`src/rtl/ariane_pkg.sv`:
```
// Shared EX-stage types: transaction ID width, divider opcode encoding and divider FSM states.
package ariane_pkg;

    localparam int unsigned TRANS_ID_BITS = 3;

    typedef enum logic [1:0] {
        DIV_UDIV = 2'd0,
        DIV_DIV  = 2'd1,
        DIV_UREM = 2'd2,
        DIV_REM  = 2'd3
    } div_op_e;

    typedef enum logic [1:0] {
        S_IDLE,
        S_DIVIDE,
        S_FINISH
    } div_state_e;

    function automatic logic div_is_signed(input div_op_e op);
        return op[0];
    endfunction

    function automatic logic div_is_rem(input div_op_e op);
        return op[1];
    endfunction

endpackage

```
`src/rtl/serdiv_label_core.sv`:
```
// Unlabelled radix-2 restoring divider: fixed WIDTH iterations plus one sign/special-case fixup cycle.
module serdiv_label_core
    import ariane_pkg::*;
#(
    parameter int unsigned WIDTH = 8
) (
    input  logic             clk_i,
    input  logic             rst_ni,
    input  logic             flush_i,
    input  logic [WIDTH-1:0] op_a_i,
    input  logic [WIDTH-1:0] op_b_i,
    input  logic [1:0]       opcode_i,
    input  logic             in_vld_i,
    output logic             in_rdy_o,
    output logic             out_vld_o,
    input  logic             out_rdy_i,
    output logic [WIDTH-1:0] res_o
);

    localparam int unsigned CW = $clog2(WIDTH + 1);

    div_state_e       state_q, state_d;
    logic [CW-1:0]    cnt_q, cnt_d;
    div_op_e          op_q, op_d;
    logic [WIDTH-1:0] a_q, a_d;
    logic [WIDTH-1:0] div_q, div_d;
    logic [WIDTH-1:0] rem_q, rem_d;
    logic [WIDTH-1:0] quo_q, quo_d;
    logic [WIDTH-1:0] res_q, res_d;
    logic             negq_q, negq_d;
    logic             negr_q, negr_d;
    logic             bzero_q, bzero_d;

    logic [WIDTH:0]   trial, diff;
    logic [WIDTH-1:0] quo_fix, rem_fix;
    div_op_e          op_in;
    logic             sgn_in;

    function automatic logic [WIDTH-1:0] mag(input logic [WIDTH-1:0] v, input logic sgn);
        return (sgn && v[WIDTH-1]) ? -v : v;
    endfunction

    assign op_in  = div_op_e'(opcode_i);
    assign sgn_in = div_is_signed(op_in);
    assign trial  = {rem_q, quo_q[WIDTH-1]};
    assign diff   = trial - {1'b0, div_q};

    // Divide-by-zero results come from the saved dividend, not the iteration.
    assign quo_fix = bzero_q ? '1  : (negq_q ? -quo_q : quo_q);
    assign rem_fix = bzero_q ? a_q : (negr_q ? -rem_q : rem_q);

    always_comb begin
        state_d = state_q;
        cnt_d   = cnt_q;
        op_d    = op_q;
        a_d     = a_q;
        div_d   = div_q;
        rem_d   = rem_q;
        quo_d   = quo_q;
        res_d   = res_q;
        negq_d  = negq_q;
        negr_d  = negr_q;
        bzero_d = bzero_q;
        case (state_q)
            S_IDLE: begin
                if (in_vld_i) begin
                    op_d    = op_in;
                    a_d     = op_a_i;
                    div_d   = mag(op_b_i, sgn_in);
                    quo_d   = mag(op_a_i, sgn_in);
                    rem_d   = '0;
                    cnt_d   = '0;
                    negq_d  = sgn_in & (op_a_i[WIDTH-1] ^ op_b_i[WIDTH-1]);
                    negr_d  = sgn_in & op_a_i[WIDTH-1];
                    bzero_d = (op_b_i == '0);
                    state_d = S_DIVIDE;
                end
            end
            S_DIVIDE: begin
                if (cnt_q != CW'(WIDTH)) begin
                    rem_d = diff[WIDTH] ? trial[WIDTH-1:0] : diff[WIDTH-1:0];
                    quo_d = {quo_q[WIDTH-2:0], ~diff[WIDTH]};
                    cnt_d = cnt_q + CW'(1);
                end else begin
                    res_d   = div_is_rem(op_q) ? rem_fix : quo_fix;
                    state_d = S_FINISH;
                end
            end
            S_FINISH: begin
                if (out_rdy_i) state_d = S_IDLE;
            end
            default: state_d = S_IDLE;
        endcase
        if (flush_i) state_d = S_IDLE;
    end

    always_ff @(posedge clk_i or negedge rst_ni) begin
        if (!rst_ni) begin
            state_q <= S_IDLE;
            cnt_q   <= '0;
            op_q    <= DIV_UDIV;
            a_q     <= '0;
            div_q   <= '0;
            rem_q   <= '0;
            quo_q   <= '0;
            res_q   <= '0;
            negq_q  <= 1'b0;
            negr_q  <= 1'b0;
            bzero_q <= 1'b0;
        end else begin
            state_q <= state_d;
            cnt_q   <= cnt_d;
            op_q    <= op_d;
            a_q     <= a_d;
            div_q   <= div_d;
            rem_q   <= rem_d;
            quo_q   <= quo_d;
            res_q   <= res_d;
            negq_q  <= negq_d;
            negr_q  <= negr_d;
            bzero_q <= bzero_d;
        end
    end

    assign in_rdy_o  = (state_q == S_IDLE);
    assign out_vld_o = (state_q == S_FINISH);
    assign res_o     = res_q;

endmodule

```
`src/rtl/serdiv_label_wrapper.sv`:
```
// Labelled serial divider: result label is the OR of operand labels, captured with the trans-ID on accept.
module serdiv_label_wrapper
    import ariane_pkg::*;
#(
    parameter int unsigned WIDTH = 8
) (
    input  logic                     clk_i,
    input  logic                     rst_ni,
    input  logic                     flush_i,
    input  logic [TRANS_ID_BITS-1:0] id_i,
    input  logic [WIDTH-1:0]         op_a_i,
    input  logic [WIDTH-1:0]         op_b_i,
    input  logic [1:0]               opcode_i,
    input  logic                     in_vld_i,
    output logic                     in_rdy_o,
    output logic                     out_vld_o,
    input  logic                     out_rdy_i,
    output logic [TRANS_ID_BITS-1:0] id_o,
    output logic [WIDTH-1:0]         res_o,
    input  logic                     op_a_i_label,
    input  logic                     op_b_i_label,
    output logic                     res_o_label
);

    logic [TRANS_ID_BITS-1:0] id_q, id_d;
    logic                     lbl_q, lbl_d;
    logic                     accept;

    serdiv_label_core #(.WIDTH(WIDTH)) u_core (
        .clk_i     (clk_i),
        .rst_ni    (rst_ni),
        .flush_i   (flush_i),
        .op_a_i    (op_a_i),
        .op_b_i    (op_b_i),
        .opcode_i  (opcode_i),
        .in_vld_i  (in_vld_i),
        .in_rdy_o  (in_rdy_o),
        .out_vld_o (out_vld_o),
        .out_rdy_i (out_rdy_i),
        .res_o     (res_o)
    );

    // The label depends only on operand labels, never on data, so zero/overflow results stay tainted.
    assign accept = in_vld_i & in_rdy_o & ~flush_i;

    always_comb begin
        id_d  = id_q;
        lbl_d = lbl_q;
        if (accept) begin
            id_d  = id_i;
            lbl_d = op_a_i_label | op_b_i_label;
        end
    end

    always_ff @(posedge clk_i or negedge rst_ni) begin
        if (!rst_ni) begin
            id_q  <= '0;
            lbl_q <= 1'b0;
        end else begin
            id_q  <= id_d;
            lbl_q <= lbl_d;
        end
    end

    assign id_o        = id_q;
    assign res_o_label = lbl_q;

endmodule

```
`config.mk`:
```
export PLATFORM = sky130hd
export DESIGN_NAME = serdiv_label_wrapper
export DESIGN_NICKNAME = d
export VERILOG_FILES = /design/src/rtl/ariane_pkg.sv /design/src/rtl/serdiv_label_core.sv /design/src/rtl/serdiv_label_wrapper.sv
export SDC_FILE = /design/constraint.sdc
export NUM_CORES = 1
export LEC_CHECK = 0
export ABC_AREA = 1
export CORE_ASPECT_RATIO = 0.6
export CORE_MARGIN = 5
export CORE_UTILIZATION = 61
export CTS_CLUSTER_SIZE = 24
export DETAILED_ROUTE_END_ITERATION = 7
export PLACE_DENSITY = 0.95
export SKIP_CTS_REPAIR_TIMING = 1
export SYNTH_ARGS = -nofsm -noshare
export SYNTH_HDL_FRONTEND = slang
export SYNTH_SLANG_ARGS = --single-unit
```
`constraint.sdc`:
```
create_clock -name clk_i -period 5.2 [get_ports clk_i]
set_input_delay 1.04 -clock clk_i [delete_from_list [all_inputs] [get_ports clk_i]]
set_output_delay 1.04 -clock clk_i [all_outputs]
set_load 0.01 [all_outputs]
```
### Word level (Yosys, flattened, before mapping)

Index checks and enable logic that the tools add are counted.

| storage, ports and cells | value |
|---|---|
| register bits after elaboration | 55 |
| bits in latches | 0 |
| RAM bits | 0 |
| memory bits (read-only) | 0 |
| bits of input ports | 28 |
| output and inout port bits | 14 |
| logic and storage cells | 67 |
| memories kept | 0 |

| cells by class | value |
|---|---|
| $add $sub $neg | 6 |
| multiply operators | 0 |
| div/mod/pow operators | 0 |
| magnitude comparators | 0 |
| eq/ne operators | 8 |
| shift-type cells | 0 |
| multiplexer cells | 22 |
| bitwise logic cells | 9 |
| reductions and logical operators | 9 |

Operator list:

| operator | count |
|---|---|
| 8-bit 2-to-1 mux | 12 |
| 8-bit negator | 4 |
| 8-bit case mux with 2 select lines | 2 |
| 9-bit by 8-bit subtractor with 9-bit output | 1 |
| 8-bit logical NOT | 1 |
| 2-bit 2-to-1 mux | 4 |
| 4-bit 2-to-1 mux | 2 |
| 4-bit case mux with 2 select lines | 1 |
| 3-bit != test (second input constant) | 2 |
| 2-bit case mux with 3 select lines | 1 |
| 3-bit AND reduction | 2 |
| 4-bit by 1-bit adder with 4-bit output (second input constant) | 1 |
| 1-bit bitwise AND | 4 |
| 4-bit != test (second input constant) | 1 |
| 2-bit AND reduction | 2 |
| 3-bit by 2-bit != test with 1-bit output (second input constant) | 1 |
| 1-bit NOT | 3 |
| 2-bit by 1-bit equality test with 1-bit output (second input constant) | 1 |
| 2-bit equality test (second input constant) | 1 |
| 1-bit logical AND | 2 |
| 2-bit logical NOT | 1 |
| 2-bit by 1-bit != test with 1-bit output (second input constant) | 1 |
| 2-bit != test (second input constant) | 1 |
| 2-bit nonzero test | 1 |
| 2 further kinds | 2 |

### Logic depth before layout (Yosys ltp)

| depth | value |
|---|---|
| word-level depth | 4 |
| gate-level depth with buffers | 12 |
| depth with buffers taken out | 12 |

### By module

From an unflattened synthesis, not the netlist that was laid out.

| unflattened totals | value |
|---|---|
| cell total of the unflattened synthesis | 515 |
| area total of the unflattened synthesis | 3,669.8 um^2 |

By module, submodules not included:

| module | times used | cells an instance | area each (um^2) | seq. area each (um^2) |
|---|---|---|---|---|
| serdiv_label_core | 1 | 492 | 3,484.6 | 1,251.2 |
| serdiv_label_wrapper | 1 | 23 | 185.2 | 100.1 |

### Least setup slack after synthesis

Ideal clock, no wire load.

| timing | value |
|---|---|
| path type | input -> register |
| from | input port op_a_i[0] |
| to | register u_core.quo_q[6] |
| library setup time | 0.123 ns |
| arrival | 1.797 ns |
| required time | 5.077 ns |
| setup slack | 3.280 ns |
| stages | 9 |
| path buffers | 0 |
| path through | inv_1 > ha_1 > nand2_1 > nor2_1 > nand2_1 > nand3_1 > nand2_1 > o21ai_1 > o21ai_1 |

| on the way | value |
|---|---|
| longest elaborated chain between the ends | 4 |

Ends and longest elaborated chain:

| item | RTL line | text |
|---|---|---|
| start: declaration | serdiv_label_wrapper.sv:11 | `input logic [WIDTH-1:0] op_a_i,` |
| 8-bit negator | serdiv_label_core.sv:40 | `return (sgn && v[WIDTH-1]) ? -v : v;` |
| 8-bit 2-to-1 mux | serdiv_label_core.sv:40 |  |
| 8-bit 2-to-1 mux | serdiv_label_core.sv:66 | `if (in_vld_i) begin` |
| 8-bit case mux with 2 select lines | serdiv_label_core.sv:64 | `case (state_q)` |
| end signal: assignment | serdiv_label_core.sv:117 | `quo_q <= quo_d;` |
| end: declaration | serdiv_label_core.sv:28 | `logic [WIDTH-1:0] quo_q, quo_d;` |

Every way passes these cells. The select of a mux whose other input is x is not followed.
A chain may end at the register's enable or synchronous reset.

### Worst setup path after layout

| timing | value |
|---|---|
| from | register u_core.state_q[1] |
| to | output port in_rdy_o |

| on the way | value |
|---|---|
| longest elaborated chain between the ends | 1 |

Ends and longest elaborated chain:

| item | RTL line | text |
|---|---|---|
| start: declaration | serdiv_label_core.sv:22 | `div_state_e state_q, state_d;` |
| start signal: assignment | serdiv_label_core.sv:111 | `state_q <= state_d;` |
| 2-bit logical NOT | serdiv_label_core.sv:125 | `assign in_rdy_o = (state_q == S_IDLE);` |
| end: declaration | serdiv_label_wrapper.sv:15 | `output logic in_rdy_o,` |

Every way passes these cells.

==> flow_summary_export.csv <==
group,metric,value,unit
run_status,outcome,"complete, no violations",
power_and_ir_drop,powerDensity,421,nW/um2
floorplanning,initial_core_util,63.2,%
floorplanning,die_w,109,um
critical_path,worst-path-max-fanout,3,
grt,grt_usage,26.8,%
timing,finClkSkew,0.00506,ns
logic_synthesis,synth_area_leaders,"dfrtp_1 (38%), nand2_1 (16%), inv_1 (6.7%)",
timing,max_freq,391,MHz
placed_design,globalplace.congestion,1.01,
timing,setup-violations-final,0,
logic_synthesis,synthesis.area,3550,um2
floorplanning,rows,21,
critical_path,cp-end-kind,"output port",
worst_hold_path,worstHoldPathCells,2,
route,viasPerCell,5.80,
route,firstDrtPassIters,5,
floorplanning,fp.dieH,69.1,um
cts,cts_tree,"yes",
finish,diodes,0,
power_and_ir_drop,ir_drop,195,uV
critical_path,path_class,"reg -> out",
grt,grt_pass1_wl,16100,um
logic_synthesis,synth_edf_count,0,
logic_synthesis,synth-seq-cells,54,
worst_hold_path,hold_end,"u_core.res_o[5]$_DFFE_PN0P_",
grt,grt_overflow,0,
cts,cts.htree.levels,2,
logic_synthesis,synthCells,495,
timing,whs,0.485,ns
logic_synthesis,async_flop_share,100,%
floorplanning,ioPinCount,42,
timing,max_slew_margin,53.9,%
grt,grt_pass1_vias,3402,
cts,cts_sinks,54,
logic_synthesis,synthDistinctLibCells,38,
flow_run,maxCapViolations,0,
route,num_vias,3562,
cts,cts-root-buf,"clkbuf_8",
finish,syn_to_final_growth,16.0,%
route,first_iter_violations,426,
critical_path,timing.rr.end,"u_core.quo_q[0]$_DFFE_PN0P_",
timing,slew_violations,0,
timing,period_share,49.2,%
route,wirelength,9690,um
worst_hold_path,hold_class,"reg -> reg",
route,routedWlPerCell,15.8,um
timing,hold_violations,0,
timing,rsz0062_at_grt,"false",
critical_path,crit_required,4.16,ns
logic_synthesis,yosysSeqAreaShare,38.0,%
logic_synthesis,postSynthAreaPerCell,7.18,um2
logic_synthesis,syn_nets,538,
logic_synthesis,synth_top_area_cell,"dfrtp_1",
logic_synthesis,synth_top_area_share,38.0,%
logic_synthesis,ys.flop_type,"dfrtp_1",
power_and_ir_drop,power.total,1.74,mW
cts,clkLatencyLatePin,0.31,ns
cts,clk_pin_slew,0.10,ns
placed_design,portBuffers,41,
floorplanning,die-area,7500,um2
finish,drive_gt1_share,5.43,%
critical_path,cp.arrival,1.52,ns
route,ant_nets,0,
cts,cts.path.max_buffers,2,
floorplanning,coreArea,5620,um2
placed_design,dp_hpwl,7360,um
finish,nets,577,
timing,worst_slew_pin_slew,0.692,ns
grt,antenna_found_initial,0,
grt,grt_start_max_net_pins,55,
power_and_ir_drop,leakage,2.10,nW
timing,min_period,2.56,ns
critical_path,cp-start-kind,"flip-flop",
timing,tns,0,ns
critical_path,ff2ff_setup_slack,3.07,ns
logic_synthesis,yosysWarningCount,0,
worst_hold_path,holdCritStartpoint,"u_core.res_o[5]$_DFFE_PN0P_",
timing,worst_slack,2.64,ns
finish,utilization,73.3,%
cts,cts_buffers,5,
finish,final_common_cell,"nand2_1",
finish,final_cell_mix,"nand2_1 (148), inv_1 (63), dfrtp_1 (54)",
route,drc,0,
critical_path,r2r-start,"u_core.quo_q[7]$_DFFE_PN0P_",
critical_path,reg2reg_depth,9,
placed_design,dp_slack,2.69,ns
-- metrics by stage --
stage | instances | cell area, um2
after CTS | 614 | 4120
after global routing | 614 | 4120
final | 614 | 4120
after detailed placement | 607 | 4010
after global placement | 607 | 4010
after floorplan | 495 | 3550
-- metal layers --
metal  track usage, %  routed length [um]  part of all wire, %
met1             38.2                4130                   43
met2             39.4                4190                   43
met3             8.02                1170                   12
met4             7.28                 199                  2.1
met5                0                   0                    0
-- report_power, final --
| part | leakage (nW) | internal (mW) | switching, mW |
|---|---|---|---|
| Sequential | 0.688 | 0.506 | 0.0882 |
| Combinational | 1.35 | 0.323 | 0.531 |
| Clock | 0.0573 | 0.154 | 0.136 |
| Total | 2.10 | 0.983 | 0.755 |
-- worst max-delay path, cell delays in order (launching register included) --
cell and delay [ns]:
dfrtp_1 0.47, nor2_2 0.18, clkdlybuf4s50_1 0.56
-- how the worst max path moves through the flow --
stage / slack [ns] / endpoint / startpoint / cells after the start
after floorplan: 3.28 / u_core.quo_q[6]$_DFFE_PN0P_ / op_a_i[0] / 9
after global placement: 2.75 / u_core.quo_q[6]$_DFFE_PN0P_ / in_vld_i / 7
after detailed placement: 2.69 / u_core.quo_q[0]$_DFFE_PN0P_ / in_vld_i / 7
after CTS: 2.64 / out_vld_o / u_core.state_q[1]$_DFFE_PN0P_ / 3
after global routing: 2.56 / out_vld_o / u_core.state_q[1]$_DFFE_PN0P_ / 3
final: 2.64 / in_rdy_o / u_core.state_q[1]$_DFFE_PN0P_ / 2
-- kinds of logic (layout without fill, tap and decap cells) --
logic type / after synthesis / after routing / synth area share (%)
flip-flops: 54 / 54 / 38.0
buffers and inverters: 79 / 118 / 9.05
AND/OR/NAND/NOR: 252 / 252 / 31.5
XOR/XNOR: 10 / 10 / 2.46
AO/OA/AOI/OAI: 85 / 85 / 13.4
adder cells (fa/ha/maj): 15 / 15 / 5.49
-- flip-flops by register name (all words and copies together) (netlist names) --
register / flops
u_core.op_q: 1
id_o: 3
u_core.quo_q: 8
u_core.res_o: 8
u_core.div_q: 8
u_core.rem_q: 8
u_core.state_q: 2
u_core.a_q: 8
u_core.negr_q: 1
u_core.bzero_q: 1
u_core.negq_q: 1
res_o_label: 1
u_core.cnt_q: 4
-- Yosys cell counts (3+ instances only) --
library cell and count:
a21oi_1 24, buf_2 7, dfrtp_1 54, ha_1 14, inv_1 63, inv_2 4, nand2_1 148, nand2_4 3
nand3_1 46, nand3b_1 3, nand4_1 6, nor2_1 35, nor2_2 3, o211ai_1 3, o21ai_0 43, o21ai_1 5
xor2_1 8
-- cell type report --
class / count / area (um2)
clock inverters: 1 / 30.0
fillers: 465 / 1500
inverters: 69 / 264
well taps: 80 / 100
flip-flops and latches: 54 / 1350
multi-input cells: 362 / 1880
repair buffers: 42 / 413
clock buffers: 6 / 82.6
(Power assumes the default switching activity.)
